**config.mk**
```make
export PLATFORM = sky130hd
export DESIGN_NAME = imem_loader_flat
export DESIGN_NICKNAME = d
export VERILOG_FILES = /design/src/rtl/imem_loader_if.sv /design/src/rtl/imem_loader.sv /design/src/flat_wrapper.sv
export SDC_FILE = /design/constraint.sdc
export NUM_CORES = 1
export LEC_CHECK = 0
export ABC_AREA = 1
export CAP_MARGIN = 20
export CORE_MARGIN = 3
export CORE_UTILIZATION = 54
export CTS_CLUSTER_DIAMETER = 40
export DETAILED_ROUTE_END_ITERATION = 6
export GPL_ROUTABILITY_DRIVEN = 0
export MAX_ROUTING_LAYER = met4
export PLACE_DENSITY = 0.79
export REMOVE_ABC_BUFFERS = 1
export SYNTH_ARGS = -nofsm -noshare
export SYNTH_HDL_FRONTEND = slang
export SYNTH_SLANG_ARGS = --single-unit
export TNS_END_PERCENT = 10
```
**constraint.sdc**
```tcl
create_clock -name clk -period 4.38 [get_ports clk]
set_input_delay 0.657 -clock clk [delete_from_list [all_inputs] [get_ports clk]]
set_output_delay 0.657 -clock clk [all_outputs]
set_load 0.005 [all_outputs]
```
**src/rtl/imem_loader_if.sv**
```systemverilog
// Byte-stream and instruction-memory write bundle for imem_loader.
// The slave side is the loader; the master side feeds bytes and observes IM writes.
interface imem_loader_if #(
    parameter int IM_AW = 7
) ();
    logic [7:0]       rx_data;
    logic             rx_valid;
    logic             rx_ready;
    logic             im_we;
    logic [IM_AW-1:0] im_addr;
    logic [31:0]      im_wdata;

    modport master (
        output rx_data, rx_valid,
        input  rx_ready, im_we, im_addr, im_wdata
    );

    modport slave (
        input  rx_data, rx_valid,
        output rx_ready, im_we, im_addr, im_wdata
    );
endinterface

```
**src/rtl/imem_loader.sv**
```systemverilog
// Streams a length-prefixed, MSB-first byte image into the instruction memory
// and holds the CPU in reset until a complete image has been written.
module imem_loader #(
    parameter int IM_AW = 7
) (
    input  logic             clk,
    input  logic             rst,
    input  logic             start_i,
    imem_loader_if.slave     bus,
    output logic             cpu_rstn_o,
    output logic             busy_o,
    output logic             done_o,
    output logic             err_o,
    output logic [IM_AW:0]   word_cnt_o
);
    typedef enum logic [2:0] {
        IDLE, HDR_HI, HDR_LO, BYTE, WRITE, DONE, ERR
    } state_t;

    localparam logic [16:0]    MAX_N    = 17'(2 ** IM_AW);
    localparam logic [IM_AW:0] CNT_ONE  = (IM_AW + 1)'(1);
    localparam logic [IM_AW-1:0] ADDR_ONE = IM_AW'(1);

    state_t           state_q;
    logic [7:0]       len_hi_q;
    logic [15:0]      len_q;
    logic [1:0]       idx_q;
    logic [31:0]      asm_q;
    logic [IM_AW-1:0] addr_q;
    logic             im_we_q;
    logic [IM_AW-1:0] im_addr_q;
    logic [31:0]      im_wdata_q;
    logic             cpu_rstn_q, busy_q, done_q, err_q;
    logic [IM_AW:0]   word_cnt_q;

    logic [15:0]    hdr_len_d;
    logic [31:0]    asm_d;
    logic [IM_AW:0] cnt_d;
    logic           take;
    logic           idle_like;

    assign hdr_len_d = {len_hi_q, bus.rx_data};
    assign asm_d     = {asm_q[23:0], bus.rx_data};
    assign cnt_d     = word_cnt_q + CNT_ONE;
    assign take      = bus.rx_valid && bus.rx_ready;
    assign idle_like = (state_q == IDLE) || (state_q == DONE) || (state_q == ERR);

    // Ready is a pure state decode so a source can see it without a cycle of lag.
    assign bus.rx_ready = (state_q == HDR_HI) || (state_q == HDR_LO) || (state_q == BYTE);

    always_ff @(posedge clk or posedge rst) begin
        if (rst) begin
            state_q    <= IDLE;
            len_hi_q   <= '0;
            len_q      <= '0;
            idx_q      <= '0;
            asm_q      <= '0;
            addr_q     <= '0;
            im_we_q    <= 1'b0;
            im_addr_q  <= '0;
            im_wdata_q <= '0;
            cpu_rstn_q <= 1'b0;
            busy_q     <= 1'b0;
            done_q     <= 1'b0;
            err_q      <= 1'b0;
            word_cnt_q <= '0;
        end else begin
            case (state_q)
                HDR_HI: if (take) begin
                    len_hi_q <= bus.rx_data;
                    state_q  <= HDR_LO;
                end
                HDR_LO: if (take) begin
                    len_q <= hdr_len_d;
                    if (hdr_len_d == 16'd0 || {1'b0, hdr_len_d} > MAX_N) begin
                        state_q <= ERR;
                        busy_q  <= 1'b0;
                        err_q   <= 1'b1;
                    end else begin
                        idx_q   <= '0;
                        addr_q  <= '0;
                        state_q <= BYTE;
                    end
                end
                BYTE: if (take) begin
                    asm_q <= asm_d;
                    idx_q <= idx_q + 2'd1;
                    if (idx_q == 2'd3) begin
                        im_we_q    <= 1'b1;
                        im_addr_q  <= addr_q;
                        im_wdata_q <= asm_d;
                        state_q    <= WRITE;
                    end
                end
                WRITE: begin
                    im_we_q    <= 1'b0;
                    word_cnt_q <= cnt_d;
                    if ({{(15 - IM_AW){1'b0}}, cnt_d} == len_q) begin
                        state_q <= DONE;
                        busy_q  <= 1'b0;
                        done_q  <= 1'b1;
                    end else begin
                        addr_q  <= addr_q + ADDR_ONE;
                        state_q <= BYTE;
                    end
                end
                DONE:    cpu_rstn_q <= 1'b1;
                default: ;
            endcase

            // A new session only starts from a quiescent state; later NBAs win.
            if (start_i && idle_like) begin
                state_q    <= HDR_HI;
                busy_q     <= 1'b1;
                done_q     <= 1'b0;
                err_q      <= 1'b0;
                word_cnt_q <= '0;
                cpu_rstn_q <= 1'b0;
            end
        end
    end

    assign bus.im_we    = im_we_q;
    assign bus.im_addr  = im_addr_q;
    assign bus.im_wdata = im_wdata_q;
    assign cpu_rstn_o   = cpu_rstn_q;
    assign busy_o       = busy_q;
    assign done_o       = done_q;
    assign err_o        = err_q;
    assign word_cnt_o   = word_cnt_q;
endmodule

```
**src/flat_wrapper.sv**
```systemverilog
// flat-port wrapper written by rule: the top's interface ports become plain ports
module imem_loader_flat 
#(
    parameter int IM_AW = 7
)
  (clk, rst, start_i, cpu_rstn_o, busy_o, done_o, err_o, word_cnt_o, bus_rx_data, bus_rx_valid, bus_rx_ready, bus_im_we, bus_im_addr, bus_im_wdata);
  imem_loader_if #(.IM_AW(IM_AW)) bus_i ();
  input  logic clk;
  input  logic rst;
  input  logic start_i;
  output logic cpu_rstn_o;
  output logic busy_o;
  output logic done_o;
  output logic err_o;
  output logic [IM_AW:0] word_cnt_o;
  input wire logic [$bits(bus_i.rx_data)-1:0] bus_rx_data;
  input wire logic [$bits(bus_i.rx_valid)-1:0] bus_rx_valid;
  output wire logic [$bits(bus_i.rx_ready)-1:0] bus_rx_ready;
  output wire logic [$bits(bus_i.im_we)-1:0] bus_im_we;
  output wire logic [$bits(bus_i.im_addr)-1:0] bus_im_addr;
  output wire logic [$bits(bus_i.im_wdata)-1:0] bus_im_wdata;
  assign bus_i.rx_data = bus_rx_data;
  assign bus_i.rx_valid = bus_rx_valid;
  assign bus_rx_ready = bus_i.rx_ready;
  assign bus_im_we = bus_i.im_we;
  assign bus_im_addr = bus_i.im_addr;
  assign bus_im_wdata = bus_i.im_wdata;
  imem_loader #(.IM_AW(IM_AW)) u_core (.clk(clk), .rst(rst), .start_i(start_i), .bus(bus_i), .cpu_rstn_o(cpu_rstn_o), .busy_o(busy_o), .done_o(done_o), .err_o(err_o), .word_cnt_o(word_cnt_o));
endmodule
```
# --- Word level (Yosys, flattened, before mapping) ---
# Index checks and enable logic that the tools add are counted.
word_totals:
  register_bits: 112
  input_bits: 12
  output_inout_bits: 53
  word_cells: 103
op_classes:
  add_sub_neg: 3
  n_lt_le_gt_ge: 1
  eq_ne: 19
  muxes: 35
  n_reduce_logical: 31
op_table:
  columns: ["cell", "count"]
  rows:
  - ["$mux W3", 7]
  - ["$mux W7", 3]
  - ["$reduce_bool A2 Y1", 9]
  - ["$eq A8 B16 Y1", 1]
  - ["$gt A16 B8 Y1 const B", 1]
  - ["$logic_not A16 Y1", 1]
  - ["$mux W8", 2]
  - ["$mux W1", 15]
  - ["$pmux W7 S2", 1]
  - ["$pmux W3 S4", 1]
  - ["$reduce_and A4 Y1", 3]
  - ["$eq A3 B3 Y1 const B", 3]
  - ["$ne A3 B2 Y1 const B", 3]
  - ["$reduce_and A3 Y1", 3]
  - ["$add A8 B1 Y8 const B", 1]
  - ["$reduce_and A2 Y1", 4]
  - ["$add A7 B1 Y7 const B", 1]
  - ["$eq A3 B2 Y1 const B", 2]
  - ["$mux W2", 3]
  - ["$ne A2 B2 Y1 const B", 3]
  - ["$ne A3 B3 Y1 const B", 2]
  - ["$logic_or A1 B1 Y1", 5]
  - ["$reduce_and A5 Y1", 1]
  - ["$reduce_bool A5 Y1", 1]
  - ["other kinds (10)", 13]

# --- Logic depth before layout (Yosys ltp) ---
logic_depth:
  depth_word: 7
  depth_mapped: 14
  mapped_depth_nobuf: 14

# --- Worst setup path after synthesis ---
# No wires, ideal clock.
synth_timing:
  kind: "register -> register"
  from: "register u_core.word_cnt_q[0] (netlist: u_core.word_cnt_o[0])"
  to: "register u_core.addr_q[2]"
  setup_ns: 0.074
  t_arrival_ns: 1.674
  required_time_ns: 4.306
  slack_ns: 2.632
  path_stages_with_launch: 15
  n_path_buf: 1
  period_less_slack_ns: 1.748
  cell_sequence: "dfrtp_1 ha_1 inv_1 nand2_1 nand2_1 nor2_1 nand2_1 nor2_1 nand3_1 nor2_1 nand4_2 nand2_2 buf_6 nand2_1 o21ai_2"
synth_via:
  elab_chain_cells: 4
synth_lines:
  columns: ["element", "line_no", "text"]
  rows:
  - ["start, declared", "imem_loader.sv:34", "logic [IM_AW:0] word_cnt_q;"]
  - ["start signal, assigned", "imem_loader.sv:97", "word_cnt_q <= cnt_d;"]
  - ["$add A8 B1 Y8", "imem_loader.sv:44", "assign cnt_d = word_cnt_q + CNT_ONE;"]
  - ["$eq A8 B16 Y1", "imem_loader.sv:98", "if ({{(15 - IM_AW){1'b0}}, cnt_d} == len_q) begin"]
  - ["$ne A2 B2 Y1 (no source line)", null, null]
  - ["$reduce_and A4 Y1 (no source line)", null, null]
  - ["end signal, assigned", "imem_loader.sv:103", "addr_q <= addr_q + ADDR_ONE;"]
  - ["end, declared", "imem_loader.sv:29", "logic [IM_AW-1:0] addr_q;"]
# No other way between the ends.
# A chain may end at the register's enable or synchronous reset.

# --- Worst setup path after layout ---
layout_timing:
  from: "register u_core.state_q[0]"
  to: "output bus_rx_ready"
layout_via:
  elab_chain_cells: 3
  elab_cells_between_ends: 5
  classes_between: "eq/ne (3); reduce/logical (2)"
layout_lines:
  columns: ["element", "line_no", "text"]
  rows:
  - ["start, declared", "imem_loader.sv:24", "state_t state_q;"]
  - ["start signal, assigned", "imem_loader.sv:53", "state_q <= IDLE;"]
  - ["start signal, assigned", "imem_loader.sv:71", "state_q <= HDR_LO;"]
  - ["start signal, assigned", "imem_loader.sv:76", "state_q <= ERR;"]
  - ["$eq A3 B1 Y1 or $eq A3 B2 Y1 (tied branches)", "imem_loader.sv:49", "assign bus.rx_ready = (state_q == HDR_HI) || (state_q == HDR_LO) || (state_q == BYTE);"]
  - ["$logic_or A1 B1 Y1", "imem_loader.sv:49", null]
  - ["$logic_or A1 B1 Y1 (*)", "imem_loader.sv:49", null]
  - ["end, declared", "flat_wrapper.sv:18", "output wire logic [$bits(bus_i.rx_ready)-1:0] bus_rx_ready;"]
# Every way passes the cells marked *; elsewhere a longest branch is shown, timed or not.

==> out/results.ini <==
[run_status]
status = finished clean

[critical_path]
crit_required_ps = 3720
regToRegSetupSlack_ps = 2150
critPathLaunchType = flop
reg2reg_to = u_core.bus.im_wdata[31]$_DFFE_PP0P_
worstPathArrival_ps = 1770
path_class = flop to output port
r2r-start = u_core.state_q[2]$_DFFE_PP0P_
crit_path_max_fanout = 6
rr_worst_depth = 6
endpoint_kind = output port

[timing]
report.final.slew_viol_count = 0
tightest_slew_ps = 784
rsz0062_at_grt = no
fin_skew_ps = 11.8
finalCritPeriodShare = 0.554
hold_ws_ps = 480
relSlewSlack = 0.476
setup_violations = 0
hold_viol_final = 0
fmax_mhz = 412
finalCriticalPeriod_ps = 2430
tns_ps = 0

[clock_tree]
h-tree-depth = 3
cts_tree = done
clk_latency_ps = 360
postCtsSetupRepairBufs = 0
cts-root-buf = clkbuf_8
ctsHoldBuffers = 0
cts_buffers = 9
cts_sinks = 112
cts.clk_slew.worst_paths_ps = 100
clockBufferDepth = 2
cts_resized = 0

[pwr]
pwr-share-seq = 0.485
swShare = 0.351
comb_power_share = 0.323
p_clk_frac = 0.192
p_int_mw = 2.12
switching_power_mw = 1.15
ir_drop_mv = 0.333
p_leak_nw = 2.69
cellPowerDensity_nw_per_um2 = 574

[flow_run]
cap_violations = 0

[final_layout]
nNetsFinal = 608
syn2layout_area_growth_pct = 19.4
layout-drive-gt1-share = 0.0786
design_area_um2 = 5700
final_util = 0.680
antenna_cells = 0
instances_no_fill = 703

[routing]
drt-initial-drc-count = 200
drtPass1Iterations = 5
vias = 3670
drc_errors = 0
wirelength_um = 9430
viasPerCell = 5.22
drtAntennaViolNets = 0
wire_per_inst_um = 13.4

[hold_path]
whs_path_depth = 2
min_to = u_core.busy_o$_DFFE_PP0P_
worstHoldPathType = flop to flop
min-delay-start = u_core.busy_o$_DFFE_PP0P_

[die]
fp.dieH_um = 100
fp.dieW_um = 100
io_pins = 65
core_um2 = 8380
rows = 33
start_util = 0.569
die-area_um2 = 10000

[logic_synthesis]
avgSynthCellArea_um2 = 8.99
ys_ff_latch = 112
synth_cells = 531
yosysSeqAreaShare = 0.587
yosysUniqueCellTypes = 33
synth-warning-count = 0
syn_area_um2 = 4770
synth_top_flop_cell = dfrtp_1
ys_async_sr_fraction = 1.00
synth_edf_count = 0

[place]
hpwlAfterDp_um = 6660
io_buffers = 64
dp.cells = 687
placed_area_um2 = 5500

[grt]
grt_max_degree = 74
grt_pass1_wl_um = 16000
grt_overflow = 0
first_global_vias = 3480
grtUsageTotal = 0.202
grt_antenna_before_repair = 0

stage by stage:
| stage | worst slack, ps | total power [mW] |
|---|---|---|
| detailed placement | 1630 | 2.67 |
| global route | 1840 | 3.53 |
| finish | 1950 | 3.27 |
| CTS | 1970 | 3.30 |
| floorplan | 764 | 2.21 |
| global placement | 1670 | 2.62 |
worst max-delay path by stage:
stage | to | startpoint | cells after the start | slack [ps]
after detailed placement | u_core.bus.im_wdata[24]$_DFFE_PP0P_ | bus_rx_valid | 6 | 1630
after global placement | u_core.bus.im_wdata[25]$_DFFE_PP0P_ | bus_rx_valid | 6 | 1670
after CTS | bus_rx_ready | u_core.state_q[0]$_DFFE_PP0P_ | 3 | 1970
after global routing | bus_rx_ready | u_core.state_q[0]$_DFFE_PP0P_ | 3 | 1840
after floorplan | u_core.addr_q[0]$_DFFE_PP0P_ | rst | 1 | 760
final | bus_rx_ready | u_core.state_q[0]$_DFFE_PP0P_ | 3 | 1950
layout by cell type (no fill, tap or decap), types with 3 or more instances in the layout:
master,instances
nor2_1,22
nand3b_1,6
clkdlybuf4s50_1,64
o21ai_0,73
buf_4,3
dfrtp_1,112
o21a_1,3
nand3_1,18
nand2_1,165
o21ai_2,10
ha_1,3
mux2_2,6
o22ai_1,6
nand4_1,4
o21ai_1,7
inv_1,56
clkbuf_8,9
sequential cells by signal, indices dropped and copies added, names as in the netlist, 3 cells and up:
register             count
u_core.addr_q            7
u_core.asm_q            24
u_core.bus.im_addr       7
u_core.bus.im_wdata     32
u_core.len_hi_q          8
u_core.len_q            16
u_core.state_q           3
u_core.word_cnt_o        8
kinds of logic after synthesis:
family	Yosys count	synth area share
AO/OA/AOI/OAI	103	0.120
XOR/XNOR	2	0.00367
adder cells (fa/ha/maj)	3	0.00786
buffers and inverters	76	0.0626
flip-flops	112	0.587
multiplexers	6	0.0142
AND/OR/NAND/NOR	229	0.205
final cells by class:
type | instances | area, µm²
multi-input cells | 343 | 1670
clock buffers | 10 | 128
well taps | 105 | 131
inverters | 60 | 228
flip-flops and latches | 112 | 2800
fillers | 657 | 2680
clock inverters | 6 | 75.1
repair buffers | 67 | 663
critical path, cell delays in order, from the launching register on:
cell and delay (ps):
dfrtp_1 460, inv_1 140, a21oi_1 260, clkdlybuf4s50_1 550
synth_stat cells, drive strengths merged (3+ instances only):
cell type	count	area share
buf	4	0.0060
o22ai	6	0.0079
mux2	6	0.014
nand4	5	0.0079
nand3b	6	0.0094
inv	58	0.046
ha	3	0.0079
clkbuf	12	0.0094
nand3	20	0.023
nor2	25	0.022
o21a	3	0.0047
dfrtp	112	0.59
o21ai	90	0.10
nand2	169	0.14
routing by layer:
layer  share of wire  wire length [µm]  up-vias  GRT usage
met3           0.046               438       11     0.0389
li1                -                 -     1826          -
met5               0                 0        -          -
met2            0.48              4560       73      0.331
met1            0.46              4350     1760      0.269
met4          0.0087                82        0     0.0363
power by group through the flow:
stage               sequential [mW]  combinational (mW)  clock, mW
floorplan                      1.57               0.645          0
global placement               1.59                1.02          0
detailed placement             1.61                1.06          0
CTS                            1.59                1.07      0.644
global route                   1.63                1.22      0.686
finish                         1.59                1.06      0.630
No activity file was read; power rests on OpenSTA's default activity.
